==> config.mk <==
export PLATFORM = sky130hd
export DESIGN_NAME = mem_access_ctrl
export DESIGN_NICKNAME = d
export VERILOG_FILES = /design/src/rtl/mem_access_ctrl.sv
export SDC_FILE = /design/constraint.sdc
export NUM_CORES = 1
export LEC_CHECK = 0
export CORE_ASPECT_RATIO = 1.25
export CORE_MARGIN = 2
export CORE_UTILIZATION = 44
export CTS_BUF_LIST = sky130_fd_sc_hd__clkbuf_4 sky130_fd_sc_hd__clkbuf_8 sky130_fd_sc_hd__clkbuf_16
export DETAILED_ROUTE_END_ITERATION = 10
export PLACE_DENSITY = 0.8
export SLEW_MARGIN = 15
export SYNTH_ARGS = -nofsm -noshare
export SYNTH_HDL_FRONTEND = slang
export SYNTH_SLANG_ARGS = --single-unit
export TNS_END_PERCENT = 100
==> constraint.sdc <==
create_clock -name clk -period 2.31 [get_ports clk]
set_input_delay 0.462 -clock clk [delete_from_list [all_inputs] [get_ports clk]]
set_output_delay 0.462 -clock clk [all_outputs]
set_load 0.05 [all_outputs]
==> src/rtl/mem_access_ctrl.sv <==
// ============================================================================
// mem_access_ctrl : CPU load/store bridge to a handshaked word memory, with
//                   sub-word read-modify-write, alignment checks and timeout.
// Revision        : 1.0
// ============================================================================
`default_nettype none

module mem_access_ctrl #(
  parameter int TIMEOUT = 32
) (
  input  logic        clk,
  input  logic        rst,
  input  logic        cpu_read,
  input  logic        cpu_write,
  input  logic [1:0]  cpu_size,
  input  logic        cpu_unsigned,
  input  logic [31:0] cpu_addr,
  input  logic [31:0] cpu_wdata,
  output logic [31:0] cpu_rdata,
  output logic        cpu_stall,
  output logic        cpu_error,
  output logic        MemRead,
  output logic        MemWrite,
  output logic [31:0] addr,
  output logic [31:0] wd,
  input  logic [31:0] rd,
  input  logic        state
);

  localparam int            CW      = $clog2(TIMEOUT + 1);
  localparam logic [CW-1:0] TO_LAST = CW'(TIMEOUT - 1);

  typedef enum logic [2:0] {
    IDLE    = 3'd0,
    RD_REQ  = 3'd1,
    RD_WAIT = 3'd2,
    WR_REQ  = 3'd3,
    WR_WAIT = 3'd4,
    DONE    = 3'd5
  } fsm_t;

  fsm_t          cur;
  logic          seen_busy;
  logic [CW-1:0] tcount;

  logic          req;
  logic          misaligned;
  logic          timed_out;
  logic          wait_done;
  logic [31:0]   shifted;
  logic [31:0]   load_val;
  logic [31:0]   merge_val;

  assign req        = cpu_read | cpu_write;
  assign misaligned = (cpu_size == 2'b11)
                    | ((cpu_size == 2'b01) & cpu_addr[0])
                    | ((cpu_size == 2'b10) & (cpu_addr[1:0] != 2'b00));
  assign timed_out  = (tcount == TO_LAST);
  assign wait_done  = state & seen_busy;

  assign MemRead    = (cur == RD_REQ);
  assign MemWrite   = (cur == WR_REQ);
  assign cpu_stall  = (cur == IDLE) ? req : (cur != DONE);

  // Bring the addressed lane down to bit 0 before extending.
  assign shifted = rd >> {cpu_addr[1:0], 3'b000};

  always_comb begin
    load_val = shifted;
    case (cpu_size)
      2'b00:   load_val = cpu_unsigned ? {24'h0, shifted[7:0]}
                                       : {{24{shifted[7]}}, shifted[7:0]};
      2'b01:   load_val = cpu_unsigned ? {16'h0, shifted[15:0]}
                                       : {{16{shifted[15]}}, shifted[15:0]};
      default: load_val = shifted;
    endcase
  end

  always_comb begin
    merge_val = rd;
    case (cpu_size)
      2'b00: begin
        case (cpu_addr[1:0])
          2'b00:   merge_val[7:0]   = cpu_wdata[7:0];
          2'b01:   merge_val[15:8]  = cpu_wdata[7:0];
          2'b10:   merge_val[23:16] = cpu_wdata[7:0];
          default: merge_val[31:24] = cpu_wdata[7:0];
        endcase
      end
      2'b01: begin
        if (cpu_addr[1]) merge_val[31:16] = cpu_wdata[15:0];
        else             merge_val[15:0]  = cpu_wdata[15:0];
      end
      default: merge_val = rd;
    endcase
  end

  always_ff @(posedge clk) begin
    if (rst) begin
      cur       <= IDLE;
      cpu_rdata <= '0;
      cpu_error <= 1'b0;
      addr      <= '0;
      wd        <= '0;
      seen_busy <= 1'b0;
      tcount    <= '0;
    end else begin
      cpu_error <= 1'b0;
      case (cur)
        IDLE: begin
          if (req) begin
            tcount    <= '0;
            seen_busy <= 1'b0;
            if (misaligned) begin
              cur       <= DONE;
              cpu_error <= 1'b1;
              if (cpu_read) cpu_rdata <= '0;
            end else begin
              addr <= {cpu_addr[31:2], 2'b00};
              wd   <= cpu_wdata;
              // Loads and sub-word stores both start with a read.
              if (cpu_read || (cpu_size != 2'b10)) cur <= RD_REQ;
              else                                 cur <= WR_REQ;
            end
          end
        end
        RD_REQ, WR_REQ: begin
          tcount <= tcount + 1'b1;
          if (timed_out) begin
            cur       <= DONE;
            cpu_error <= 1'b1;
            cpu_rdata <= '0;
          end else if (state) begin
            seen_busy <= 1'b0;
            if (cur == RD_REQ) cur <= RD_WAIT;
            else               cur <= WR_WAIT;
          end
        end
        RD_WAIT: begin
          tcount <= tcount + 1'b1;
          if (!state) seen_busy <= 1'b1;
          if (wait_done) begin
            if (cpu_read) begin
              cpu_rdata <= load_val;
              cur       <= DONE;
            end else begin
              wd  <= merge_val;
              cur <= WR_REQ;
            end
          end else if (timed_out) begin
            cur       <= DONE;
            cpu_error <= 1'b1;
            cpu_rdata <= '0;
          end
        end
        WR_WAIT: begin
          tcount <= tcount + 1'b1;
          if (!state) seen_busy <= 1'b1;
          if (wait_done) begin
            cur <= DONE;
          end else if (timed_out) begin
            cur       <= DONE;
            cpu_error <= 1'b1;
            cpu_rdata <= '0;
          end
        end
        default: cur <= IDLE;
      endcase
    end
  end

endmodule

`default_nettype wire

==> impl_metrics.env, run 1 <==
export IMPL_hold_depth=2
export IMPL_clock_latency_ps=350
export IMPL_setup_violations=0
export IMPL_overflow=0
export IMPL_path_clk_slew_ps=70
export IMPL_area_growth_pct=50.4
export IMPL_critPathCaptureType="primary output"
export IMPL_reg2regPathDepth=5
export IMPL_htreeDepth=3
export IMPL_hpwl_um=14400
export IMPL_fmaxAchievable_mhz=443
export IMPL_cts_hold_buf=0
export IMPL_grt_max_degree=57
export IMPL_status="complete, no violations"
export IMPL_wirelength_um=19000
export IMPL_dpl_cell_area_um2=7620
export IMPL_reg2reg_to="wd[8]"
export IMPL_skew_ps=9.38
export IMPL_worstSetupPathType="in2out"
export IMPL_antenna_found_initial=0
export IMPL_port_buffers=201
export IMPL_reg2reg_slack_ps=120
export IMPL_worstHoldStart="addr[31]"
export IMPL_numCtsBuffers=9
export IMPL_track_usage_pct=28.6
export IMPL_cts_num_sinks=105
export IMPL_final_common_cell="clkdlybuf4s50_1"
export IMPL_dieWidth_um=102
export IMPL_antenna_left=0
export IMPL_drv_slew=0
export IMPL_dp_slack_ps=-405
export IMPL_yosys_area_top_type="dfxtp_1"
export IMPL_gp_congestion=0.951
export IMPL_vias=5908
export IMPL_setup_tns_ps=0
export IMPL_synth_edf_count=0
export IMPL_ios=204
export IMPL_worstHoldEndpoint="addr[31]"
export IMPL_route_detailed_drc=0
export IMPL_diodes=0
export IMPL_fin_area_um2=7990
export IMPL_powerDensity_nw_per_um2=879
export IMPL_cp_data_arrival_time_ps=1800
export IMPL_synth_top_cell_area_share_pct=39.5
export IMPL_finalCritPeriodShare_pct=97.8
export IMPL_async_flop_share_pct=0
export IMPL_die_area_um2=13000
export IMPL_max_cap_viol_count=0
export IMPL_start_util_pct=45.3
export IMPL_netlist_area_um2=5320
export IMPL_cts_tree="yes"
export IMPL_grt_pass1_wl_um=29300
export IMPL_period_needed_ps=2260
export IMPL_synth_top_flop_cell="dfxtp_1"
export IMPL_drive_above_1_share_pct=9.36
export IMPL_final_cell_mix="195 x clkdlybuf4s50_1, 137 x nand2_1, 103 x dfxtp_1, 54 x a21oi_1, 51 x nor2_1"
export IMPL_startpoint_type="primary input"
export IMPL_yosys_cell_types_count=60
export IMPL_drt_pre_antenna_iters=5
export IMPL_drt_iter0_markers=505
export IMPL_cp_max_fo=5
export IMPL_reg2reg_from="cur[1]"
export IMPL_syn_area_per_cell_um2=8.03
export IMPL_peakVddDrop_mv=0.535
export IMPL_slew_limit_headroom_pct=59.0
export IMPL_cts_root_buf="clkbuf_16"
export IMPL_rows=44
export IMPL_post_drt_wl_per_cell_um=18.5
export IMPL_hold_viol_final=0
export IMPL_first_global_vias=5866
export IMPL_clockBufferDepth=2
export IMPL_postSynthCellCount=662
export IMPL_die_height_um=127
export IMPL_fin_ws_ps=51.0
export IMPL_p_leak_nw=3.04
export IMPL_vias_per_cell=5.76
export IMPL_hold_class="reg2reg"
export IMPL_synthTopCellsByArea="dfxtp_1 40%, nand2_1 9.7%, a21oi_1 5.1%"
export IMPL_seq_area_frac_synth_pct=39.5
export IMPL_tightest_slew_ps=614
export IMPL_ys_warnings_count=0
export IMPL_ys_ff_latch=105
export IMPL_fin_nets=965
export IMPL_coreArea_um2=11700
export IMPL_cp_data_required_time_ps=1850
[worst max-delay path: stages]
cell and delay [ps]:
clkdlybuf4s50_1 450, buf_6 150, or3_1 360, o21ai_1 130
nand2_1 80, buf_6 160
[synthesized netlist by cell type (9+ instances only)]
cell type and instances:
clkbuf_1 28, nor3_1 12, dfxtp_1 105, nand3_1 18, nand2_1 137, o21ai_0 22
a211o_1 18, a21oi_1 54, a31oi_1 11, nor2b_1 21, mux2i_1 24, nor2_1 53
o211ai_1 9, buf_2 20, a211oi_1 9
[report_power, final]
group / total (mW) / leakage (nW) / switching [mW] / internal, mW
clock network: 1.65 / 0.152 / 0.702 / 0.950
logic: 3.10 / 2.04 / 1.94 / 1.16
registers: 2.28 / 0.855 / 0.214 / 2.06
[per-layer routing]
| layer | track usage [%] | vias up | part of all wire (%) |
|---|---|---|---|
| met4 | 16.0 | 0 | 5.2 |
| met2 | 48.3 | 318 | 49 |
| met5 | 0 | - | 0 |
| met3 | 4.85 | 76 | 8.4 |
| li1 | - | 2772 | - |
| met1 | 34.0 | 2742 | 37 |
[stage by stage]
stage	utilization, %	std cells	total power [mW]	hold slack, ps
floorplan	-	663	4.20	470
global placement	65.0	1009	5.26	442
detailed placement	65.0	1009	5.33	449
CTS	67.9	1026	7.01	457
global route	68.2	1026	7.32	466
finish	68.2	1026	7.03	455
[final cells by class]
| class | instances | area, µm² |
|---|---|---|
| clock buffer | 9 | 225 |
| clock inverter | 7 | 93.8 |
| fill | 970 | 3730 |
| inverter | 7 | 26.3 |
| multi-input combinational | 495 | 2960 |
| sequential | 105 | 2100 |
| tap | 161 | 201 |
| timing repair buffer | 242 | 2390 |
[state kept, by name, summed over array words and instances, names as in the netlist]
register and flops:
cpu_error 1, wd 32, cur 3, seen_busy 1, tcount 6, cpu_rdata 32, addr 30
[cell families after synthesis]
| logic type | share of synthesized area, % |
|---|---|
| xor gates and xnor gates | 0.824 |
| and+or+nand+nor | 22.6 |
| muxes | 4.52 |
| AOI/OAI and AO/OA | 26.9 |
| DFF | 39.5 |
| other | 0.0706 |
| adders and majority gates | 0.235 |
| buffers and inverters | 5.30 |
[what timing repair did]
item	4_1_cts	5_1_grt
buffers inserted	1	0
hold endpoints to repair	0	0
resized for setup	2	12
endpoints found under the setup margin	15	51
pin swaps	1	1
[worst max path at each step]
stage	to	slack, ps	cells after the start	startpoint
3_5_place_dp	wd[30]	-400	8	cpu_size[0]
6_report	cpu_stall	50	6	cpu_read
2_1_floorplan	cpu_rdata[26]	340	7	cpu_size[1]
4_1_cts	cpu_rdata[16]	4	6	cpu_addr[1]
5_1_grt	cpu_stall	-20	6	cpu_read
3_3_place_gp	wd[8]	-310	7	cpu_addr[1]
(Power assumes the default switching activity.)
==> inputs of run 2 (changes only) <==
--- a/config.mk
+++ b/config.mk
@@ -11,7 +11,7 @@
 export CTS_BUF_LIST = sky130_fd_sc_hd__clkbuf_4 sky130_fd_sc_hd__clkbuf_8 sky130_fd_sc_hd__clkbuf_16
 export DETAILED_ROUTE_END_ITERATION = 10
 export PLACE_DENSITY = 0.8
-export SLEW_MARGIN = 15
+export SKIP_CTS_REPAIR_TIMING = 1
 export SYNTH_ARGS = -nofsm -noshare
 export SYNTH_HDL_FRONTEND = slang
 export SYNTH_SLANG_ARGS = --single-unit
==> run 2 against run 1 <==
  * Routed wire length up 1.2%
  * First-iteration DRC count up 11%
  * Die area unchanged
  * Clock-buffer cell count unchanged
  * Combinational power up 2%
  * Non-clock buffer count up 3
  * Sequential cell count unchanged
  * Utilization up 0.39 points
  * Hold slack better by 0.62 ps
  * Clock power about the same
  * Global-route usage down 0.10 points
  * Critical path type unchanged
==> impl_metrics.env, run 2 (synthesis gave the netlist of run 1 again) <==
export IMPL_status="complete, no violations"
export IMPL_htreeDepth=3
export IMPL_final_fill_count=959
export IMPL_clockBufferDepth=2
export IMPL_drv_slew=0
export IMPL_numCtsBuffers=9
export IMPL_fin_ws_ps=51.8
export IMPL_dp_slack_ps=-405
export IMPL_regArea_um2=2100
export IMPL_first_global_vias=5843
export IMPL_final_common_cell="clkdlybuf4s50_1"
export IMPL_drt_pre_antenna_iters=7
export IMPL_diodes=0
export IMPL_biggestRegsByFlops="cpu_rdata (32), wd (32), addr (30)"
export IMPL_cp_max_fo=5
export IMPL_cpMaxStageDelayCell="clkdlybuf4s50_1"
export IMPL_critPathCaptureType="primary output"
export IMPL_rows=44
export IMPL_cp_data_arrival_time_ps=1800
export IMPL_route_detailed_drc=0
export IMPL_track_usage_pct=28.5
export IMPL_cp_data_required_time_ps=1850
export IMPL_p_sw_share_pct=40.6
export IMPL_cts_tree="yes"
export IMPL_tightest_slew_ps=578
export IMPL_drt_iter0_markers=560
export IMPL_final_cell_mix="195 x clkdlybuf4s50_1, 137 x nand2_1, 103 x dfxtp_1, 54 x a21oi_1, 51 x nor2_1"
export IMPL_post_drt_wl_per_cell_um=18.6
export IMPL_cts_root_buf="clkbuf_16"
export IMPL_hold_viol_final=0
export IMPL_gp_congestion=0.951
export IMPL_coreArea_um2=11700
export IMPL_grt_pass1_wl_um=29200
export IMPL_vias=6004
export IMPL_setup_violations=0
export IMPL_startpoint_type="primary input"
export IMPL_antenna_left=0
export IMPL_drive_above_1_share_pct=9.78
export IMPL_grt_max_degree=57
export IMPL_peakVddDrop_mv=0.538
export IMPL_die_area_um2=13000
export IMPL_start_util_pct=45.3
export IMPL_seqPwrFrac_pct=32.2
export IMPL_fin_nets=969
export IMPL_clkPwrFrac_pct=23.4
export IMPL_skew_ps=7.76
export IMPL_path_clk_slew_ps=70
export IMPL_area_growth_pct=51.3
export IMPL_cp_slowest_stage_delay_ps=450
export IMPL_slew_limit_headroom_pct=61.5
export IMPL_pwr_share_comb_pct=44.5
export IMPL_wirelength_um=19200
export IMPL_ios=204
export IMPL_p_leak_nw=3.06
export IMPL_vias_per_cell=5.83
export IMPL_multiInputGateArea_um2=2970
export IMPL_powerDensity_nw_per_um2=880
export IMPL_antenna_found_initial=0
export IMPL_max_cap_viol_count=0
export IMPL_finalCritPeriodShare_pct=97.8
export IMPL_p_sw_mw=2.88
export IMPL_hold_class="reg2reg"
export IMPL_clock_latency_ps=350
export IMPL_p_int_mw=4.20
export IMPL_worstSetupPathType="in2out"
export IMPL_die_height_um=127
export IMPL_cts_num_sinks=105
export IMPL_hpwl_um=14400
export IMPL_dieWidth_um=102
export IMPL_worst_path_most_repeated_cell="buf_6"
export IMPL_fin_worst_hold_slack_ps=455
export IMPL_fmaxAchievable_mhz=443
export IMPL_port_buffers=201
export IMPL_period_needed_ps=2260
export IMPL_path_cells="clkdlybuf4s50_1 > buf_6 > or3_1 > o21ai_1 > nand2_1 > buf_6"
export IMPL_overflow=0
## run 2: cell count changes in the layout (fill, tap and decap cells not counted)
cell	change
a21oi_2	+1
buf_6	+2
buf_8	+1
## run 2: critical path: cells and delay by family
family / cells / cell delay, ps
compound gates: 1 / 130
simple gates: 2 / 440
buf+inv: 3 / 760
## run 2: layer usage
metal / GRT usage [%] / part of all wire (%) / vias up / routed length, µm
met2: 48.2 / 49 / 350 / 9510
met1: 33.9 / 37 / 2788 / 7090
li1: - / - / 2784 / -
met3: 4.74 / 8.4 / 82 / 1620
met4: 15.8 / 5.2 / 0 / 994
met5: 0 / 0 / - / 0
## run 2: final timing paths
| check | from | endpoint | slack, ps | depth (start not counted) |
|---|---|---|---|---|
| min | addr[31] | addr[31] | 460 | 2 |
| max | cpu_read | cpu_stall | 50 | 6 |
| min reg2reg | addr[31] | addr[31] | 460 | 2 |
| max reg2reg | cur[1] | wd[14] | 120 | 5 |
## run 2: layout make-up
type,count,share of cell area [%]
Multi-Input combinational cell,496,36.9
Timing Repair Buffer,245,30.1
Sequential cell,105,26.2
Clock buffer,9,2.80
Tap cell,161,2.51
Clock inverter,7,1.17
Inverter,7,0.327
## run 2: power by group through the flow
stage               Combinational (mW)  Clock [mW]  Sequential [mW]
finish                            3.15        1.65             2.28
global route                      3.33        1.74             2.30
global placement                  2.97           0             2.29
floorplan                         1.26           0             2.94
CTS                               3.05        1.67             2.27
detailed placement                3.03           0             2.30
## run 2: through the flow
stage                     std cells  utilization, %  TNS (ps)  instance area (µm²)  power [mW]
after floorplan                 663               -         0                 5320        4.20
after global placement         1009            65.0    -15430                 7620        5.26
after detailed placement       1009            65.0    -18690                 7620        5.33
after CTS                      1025            67.7      -324                 7940        6.99
after global routing           1030            68.6     -69.5                 8040        7.37
final                          1030            68.6         0                 8040        7.08
==> inputs of run 3 (changes only) <==
--- a/config.mk
+++ b/config.mk
@@ -9,8 +9,10 @@
 export CORE_MARGIN = 2
 export CORE_UTILIZATION = 44
 export CTS_BUF_LIST = sky130_fd_sc_hd__clkbuf_4 sky130_fd_sc_hd__clkbuf_8 sky130_fd_sc_hd__clkbuf_16
+export CTS_CLUSTER_SIZE = 10
 export DETAILED_ROUTE_END_ITERATION = 10
 export PLACE_DENSITY = 0.8
+export RECOVER_POWER = 100
 export SKIP_CTS_REPAIR_TIMING = 1
 export SYNTH_ARGS = -nofsm -noshare
 export SYNTH_HDL_FRONTEND = slang
==> results of run 3 <==
Final layout, timing and power as in run 2 (identical DEF).
